[config.mk]
export PLATFORM = sky130hd
export DESIGN_NAME = counter_seg7_display
export DESIGN_NICKNAME = d
export VERILOG_FILES = /design/src/rtl/counter_display_pkg.sv /design/src/rtl/hex_to_seg7.sv /design/src/rtl/counter_seg7_display.sv
export SDC_FILE = /design/constraint.sdc
export NUM_CORES = 1
export LEC_CHECK = 0
export ABC_AREA = 1
export CAP_MARGIN = 20
export CORE_MARGIN = 2
export CORE_UTILIZATION = 54
export CTS_BUF_LIST = sky130_fd_sc_hd__clkbuf_2
export CTS_CLUSTER_DIAMETER = 120
export DETAILED_ROUTE_END_ITERATION = 12
export PLACE_DENSITY = 0.75
export SLEW_MARGIN = 15
export SYNTH_ARGS = -nofsm -noshare
export SYNTH_HDL_FRONTEND = slang
export SYNTH_SLANG_ARGS = --single-unit
[constraint.sdc]
create_clock -name clk -period 4.5 [get_ports clk]
set_clock_uncertainty 0.1 [all_clocks]
set_input_delay 0.9 -clock clk [delete_from_list [all_inputs] [get_ports clk]]
set_output_delay 0.9 -clock clk [all_outputs]
set_load 0.005 [all_outputs]
[src/rtl/counter_display_pkg.sv]
// Shared types and constants for the counter seven-segment display stage.
package counter_display_pkg;

  typedef enum logic [1:0] {
    D0 = 2'd0,
    D1 = 2'd1,
    D2 = 2'd2
  } digit_e;

  localparam logic [6:0] SEG_BLANK  = 7'h7F;
  localparam logic [7:0] AN_ALL_OFF = 8'hFF;
  localparam int         NUM_DIGITS = 3;

endpackage

[src/rtl/hex_to_seg7.sv]
// Combinational hex nibble to active-low seven-segment pattern {g,f,e,d,c,b,a}.
module hex_to_seg7 (
  input  logic [3:0] nib_i,
  output logic [6:0] seg_o
);

  always_comb begin
    seg_o = 7'b1111111;
    case (nib_i)
      4'h0: seg_o = 7'b1000000;
      4'h1: seg_o = 7'b1111001;
      4'h2: seg_o = 7'b0100100;
      4'h3: seg_o = 7'b0110000;
      4'h4: seg_o = 7'b0011001;
      4'h5: seg_o = 7'b0010010;
      4'h6: seg_o = 7'b0000010;
      4'h7: seg_o = 7'b1111000;
      4'h8: seg_o = 7'b0000000;
      4'h9: seg_o = 7'b0010000;
      4'hA: seg_o = 7'b0001000;
      4'hB: seg_o = 7'b0000011;
      4'hC: seg_o = 7'b1000110;
      4'hD: seg_o = 7'b0100001;
      4'hE: seg_o = 7'b0000110;
      4'hF: seg_o = 7'b0001110;
      default: seg_o = 7'b1111111;
    endcase
  end

endmodule

[src/rtl/counter_seg7_display.sv]
// Scans counter value and 8-bit carry-out tally onto a multiplexed 7-seg display.
// Optional macro SEG7_ZERO_BLANK_EN blanks digit 2 while the tally high nibble is 0.
module counter_seg7_display
  import counter_display_pkg::*;
#(
  parameter int SCAN_BITS = 17
) (
  input  logic       clk,
  input  logic       clr_n,
  input  logic [3:0] q,
  input  logic       cout,
  input  logic       tally_clr,
  output logic [7:0] an,
  output logic [6:0] seg,
  output logic       dp
);

  logic [3:0]           q_meta_q, q_sync_q;
  logic                 cout_meta_q, cout_sync_q, cout_prev_q;
  logic                 tclr_meta_q, tclr_sync_q;
  logic [7:0]           tally_q, tally_d;
  logic [SCAN_BITS-1:0] div_q;
  logic [1:0]           state_q, state_d;
  logic [7:0]           an_q, an_d;
  logic [6:0]           seg_q, seg_d;
  logic                 dp_q, dp_d;
  logic [3:0]           nibble;
  logic [6:0]           seg_dec;
  logic                 cout_rise;
  logic                 scan_tick;

  assign cout_rise = cout_sync_q & ~cout_prev_q;
  assign scan_tick = &div_q;

  // Clear has priority over a coincident carry edge.
  always_comb begin
    tally_d = tally_q;
    if (tclr_sync_q)
      tally_d = 8'h00;
    else if (cout_rise)
      tally_d = tally_q + 8'd1;
  end

  always_comb begin
    state_d = state_q;
    if (scan_tick) begin
      case (state_q)
        D0:      state_d = D1;
        D1:      state_d = D2;
        default: state_d = D0;
      endcase
    end
  end

  always_comb begin
    case (state_q)
      D1:      nibble = tally_q[3:0];
      D2:      nibble = tally_q[7:4];
      default: nibble = q_sync_q;
    endcase
  end

  hex_to_seg7 u_dec (
    .nib_i (nibble),
    .seg_o (seg_dec)
  );

  // Encoding 3 is never a real digit, so it drives nothing for its one slot.
  always_comb begin
    an_d  = AN_ALL_OFF;
    seg_d = seg_dec;
    dp_d  = ~((state_q == D0) & cout_sync_q);
    if (int'(state_q) < NUM_DIGITS)
      an_d[state_q] = 1'b0;
    else
      seg_d = SEG_BLANK;
`ifdef SEG7_ZERO_BLANK_EN
    if ((state_q == D2) && (tally_q[7:4] == 4'h0)) begin
      an_d  = AN_ALL_OFF;
      seg_d = SEG_BLANK;
    end
`endif
  end

  always_ff @(posedge clk or negedge clr_n) begin
    if (!clr_n) begin
      q_meta_q    <= 4'h0;
      q_sync_q    <= 4'h0;
      cout_meta_q <= 1'b0;
      cout_sync_q <= 1'b0;
      cout_prev_q <= 1'b0;
      tclr_meta_q <= 1'b0;
      tclr_sync_q <= 1'b0;
      tally_q     <= 8'h00;
      div_q       <= '0;
      state_q     <= D0;
      an_q        <= AN_ALL_OFF;
      seg_q       <= SEG_BLANK;
      dp_q        <= 1'b1;
    end else begin
      q_meta_q    <= q;
      q_sync_q    <= q_meta_q;
      cout_meta_q <= cout;
      cout_sync_q <= cout_meta_q;
      cout_prev_q <= cout_sync_q;
      tclr_meta_q <= tally_clr;
      tclr_sync_q <= tclr_meta_q;
      tally_q     <= tally_d;
      div_q       <= div_q + SCAN_BITS'(1);
      state_q     <= state_d;
      an_q        <= an_d;
      seg_q       <= seg_d;
      dp_q        <= dp_d;
    end
  end

  assign an  = an_q;
  assign seg = seg_q;
  assign dp  = dp_q;

endmodule

==> impl_metrics.ini <==
[run_status]
run_status = finished, final reports clean

[global_route]
met2_usage_pct = 27.4
antenna_found_initial = 0
gr-total-overflow = 0
grt_util_met1_pct = 22.6
grt.busiest_layer = met2
track_usage_pct = 17.2
grtUsageMet3_pct = 4.84
grt_start_max_net_pins = 52
grt_pass1_vias = 1593
grt_pass1_wl_um = 6860

[timing]
slew_viol_final = 0
setup_ws_ns = 2.01
worst_slew_pin_slew_ns = 0.581
setup_tns_ns = 0
slew-limit-headroom_pct = 61.3
max_freq_mhz = 401
final.min_clock_period_ns = 2.49
setup_viol = 0
hold_violations = 0
period_share_pct = 55.4
grt_setup_unrepaired = no

[clock_network]
htree_levels = 2
cts-root-buf = clkbuf_2
cts_buffer_depth = 2
cts.clk_slew.worst_paths_ns = 0.24
cts_buffers = 5
clock_sinks = 51
postCtsHoldBufs = 0
clk_latency_ns = 0.43
cts.repair.resized = 0
cts_tree = done
post-cts-setup-buffers = 0

[power]
pwr-share-clk_pct = 34.9
switchingPower_mw = 0.178
combPwrFrac_pct = 7.1
p_leak_nw = 1.28
power_frac_seq_pct = 57.9
internal-power_mw = 0.651
ir_drop_mv = 0.240
switching_share_pct = 21.5
powerDensity_nw_per_um2 = 305

[setup_path]
arrival_ns = 1.49
cp_top_family = flip-flops
cp_max_fo = 1
cp_cell_sequence = clkdlybuf4s50_1
startpoint_type = register
critPathKind = register to primary output
critPathBufInv = 1
endpoint_kind = primary output
r2r_slack_ns = 2.22
critPathRequiredTime_ns = 3.50
cp_slowest_cell = dfstp_2
slowest_delay_ns = 0.57

[placement]
io_buffer_count = 18
dp_cells = 326
dpl.hpwl_um = 2760
place_area_um2 = 2620
dpl_worst_slack_ns = 2.29
gp_congestion = 0.869

[route]
detailroute.via_count = 1693
drcViolationCount = 0
drt_iter0_drc = 114
routed_wl_um = 3780
ant_nets = 0
wire_per_inst_um = 11.3
viasPerCell = 5.07
first_pass_iters = 5

[worst_hold_path]
min_path_type = register to register

[cells_and_area]
antenna_cells = 0
layout_common_cells = nand2_1, dfrtp_1, inv_1
final_cell_area_um2 = 2720
layout-drive-gt1-share_pct = 9.22
synthToLayoutAreaGrowth_pct = 12.0
nets = 304
fin_cells = 334
final_common_cell = nand2_1

[floorplan]
die_w_um = 71.1
initial_utilization_pct = 55.8
fp.dieH_um = 71.1
rows = 24
io_pins = 24
die_area_um2 = 5050
core-area_um2 = 4350

[job]
maxCapViolCount = 0

[logic_synthesis]
synth_seq_cells = 51
yosysWarnings = 0
syn_avg_cell_area_um2 = 9.38
syn_area_um2 = 2430
synthCells = 259
yosysSeqAreaShare_pct = 53.1
ys_types = 23
[synth_stat cells]
master    n  area, µm²
ha_1     15        188
buf_4     5       37.5
nor2_2    1       6.26
conb_1    1       3.75
nand2_4   2       22.5
o21ai_0   5       25.0
xor2_1   11       96.3
buf_6     2       22.5
nand2_1  61        229
nor3b_1   1       7.51
a21oi_1   7       35.0
inv_1    31        116
nor2_1   22       82.6
or2_1     3       18.8
nand3_2   2       20.0
nand3_1  23        115
nor3_1    5       25.0
and3_1    1       6.26
dfrtp_1  40       1000
nand2_8   1       20.0
xnor2_1   2       17.5
dfstp_2  11        289
nand4_1   7       43.8
[power groups by stage]
| stage | sequential, mW | combinational, mW | clock, mW |
|---|---|---|---|
| after floorplan | 0.488 | 0.0319 | 0 |
| after global placement | 0.488 | 0.0586 | 0 |
| after detailed placement | 0.488 | 0.0596 | 0 |
| after CTS | 0.481 | 0.0597 | 0.300 |
| after global routing | 0.482 | 0.0673 | 0.320 |
| final | 0.480 | 0.0592 | 0.289 |
[flip-flops by register name, indices dropped and copies added (netlist names), 2 cells and up]
signal and cells:
div_q 17, tally_q 8, seg 7, q_meta_q 4, q_sync_q 4, an 3
state_q 2
[final timing paths]
kind                                        startpoint                     to  cells past startpoint
worst max register to register  state_q[0]$_DFFE_PN0P_       seg[3]$_DFF_PN1_                     10
max in group asynchronous                        clr_n           dp$_DFF_PN1_                      1
worst min-delay path             q_meta_q[1]$_DFF_PN0_  q_sync_q[1]$_DFF_PN0_                      0
min in group asynchronous                        clr_n  q_sync_q[1]$_DFF_PN0_                      1
worst min register to register   q_meta_q[1]$_DFF_PN0_  q_sync_q[1]$_DFF_PN0_                      0
worst max-delay path                   an[1]$_DFF_PN1_                  an[1]                      1
[layer usage]
metal,routed length (µm),vias to the layer above
met5,0,-
met1,1710,801
met2,1870,40
met4,67,0
li1,-,846
met3,133,6
[final cells by class]
cell class                 instances  area, µm²
timing repair buffer              18        178
clock inverter                     3       67.6
inverter                          31        116
sequential                        51       1290
clock buffer                       5       25.0
multi-input combinational        174        977
fill                             344       1640
tap                               52       65.1
[cell families (layout without fill, tap and decap cells)]
| kind of cell | after synthesis | count (layout) | share of synthesized area [%] |
|---|---|---|---|
| other cells | 1 | 5 | 0.154 |
| flops | 51 | 51 | 53.1 |
| buf+inv | 38 | 57 | 7.26 |
| xor+xnor | 13 | 13 | 4.69 |
| simple gates | 129 | 129 | 24.6 |
| fa+ha+maj | 15 | 15 | 7.73 |
| compound gates | 12 | 12 | 2.47 |
[through the flow]
stage	total power, mW	utilization, %	hold slack [ns]
3_3_place_gp	0.546	60.3	0.231
3_5_place_dp	0.547	60.3	0.236
2_1_floorplan	0.520	-	0.231
5_1_grt	0.870	62.4	0.293
4_1_cts	0.840	62.4	0.273
6_report	0.829	62.4	0.268
Power figures use the tool's default switching activity.
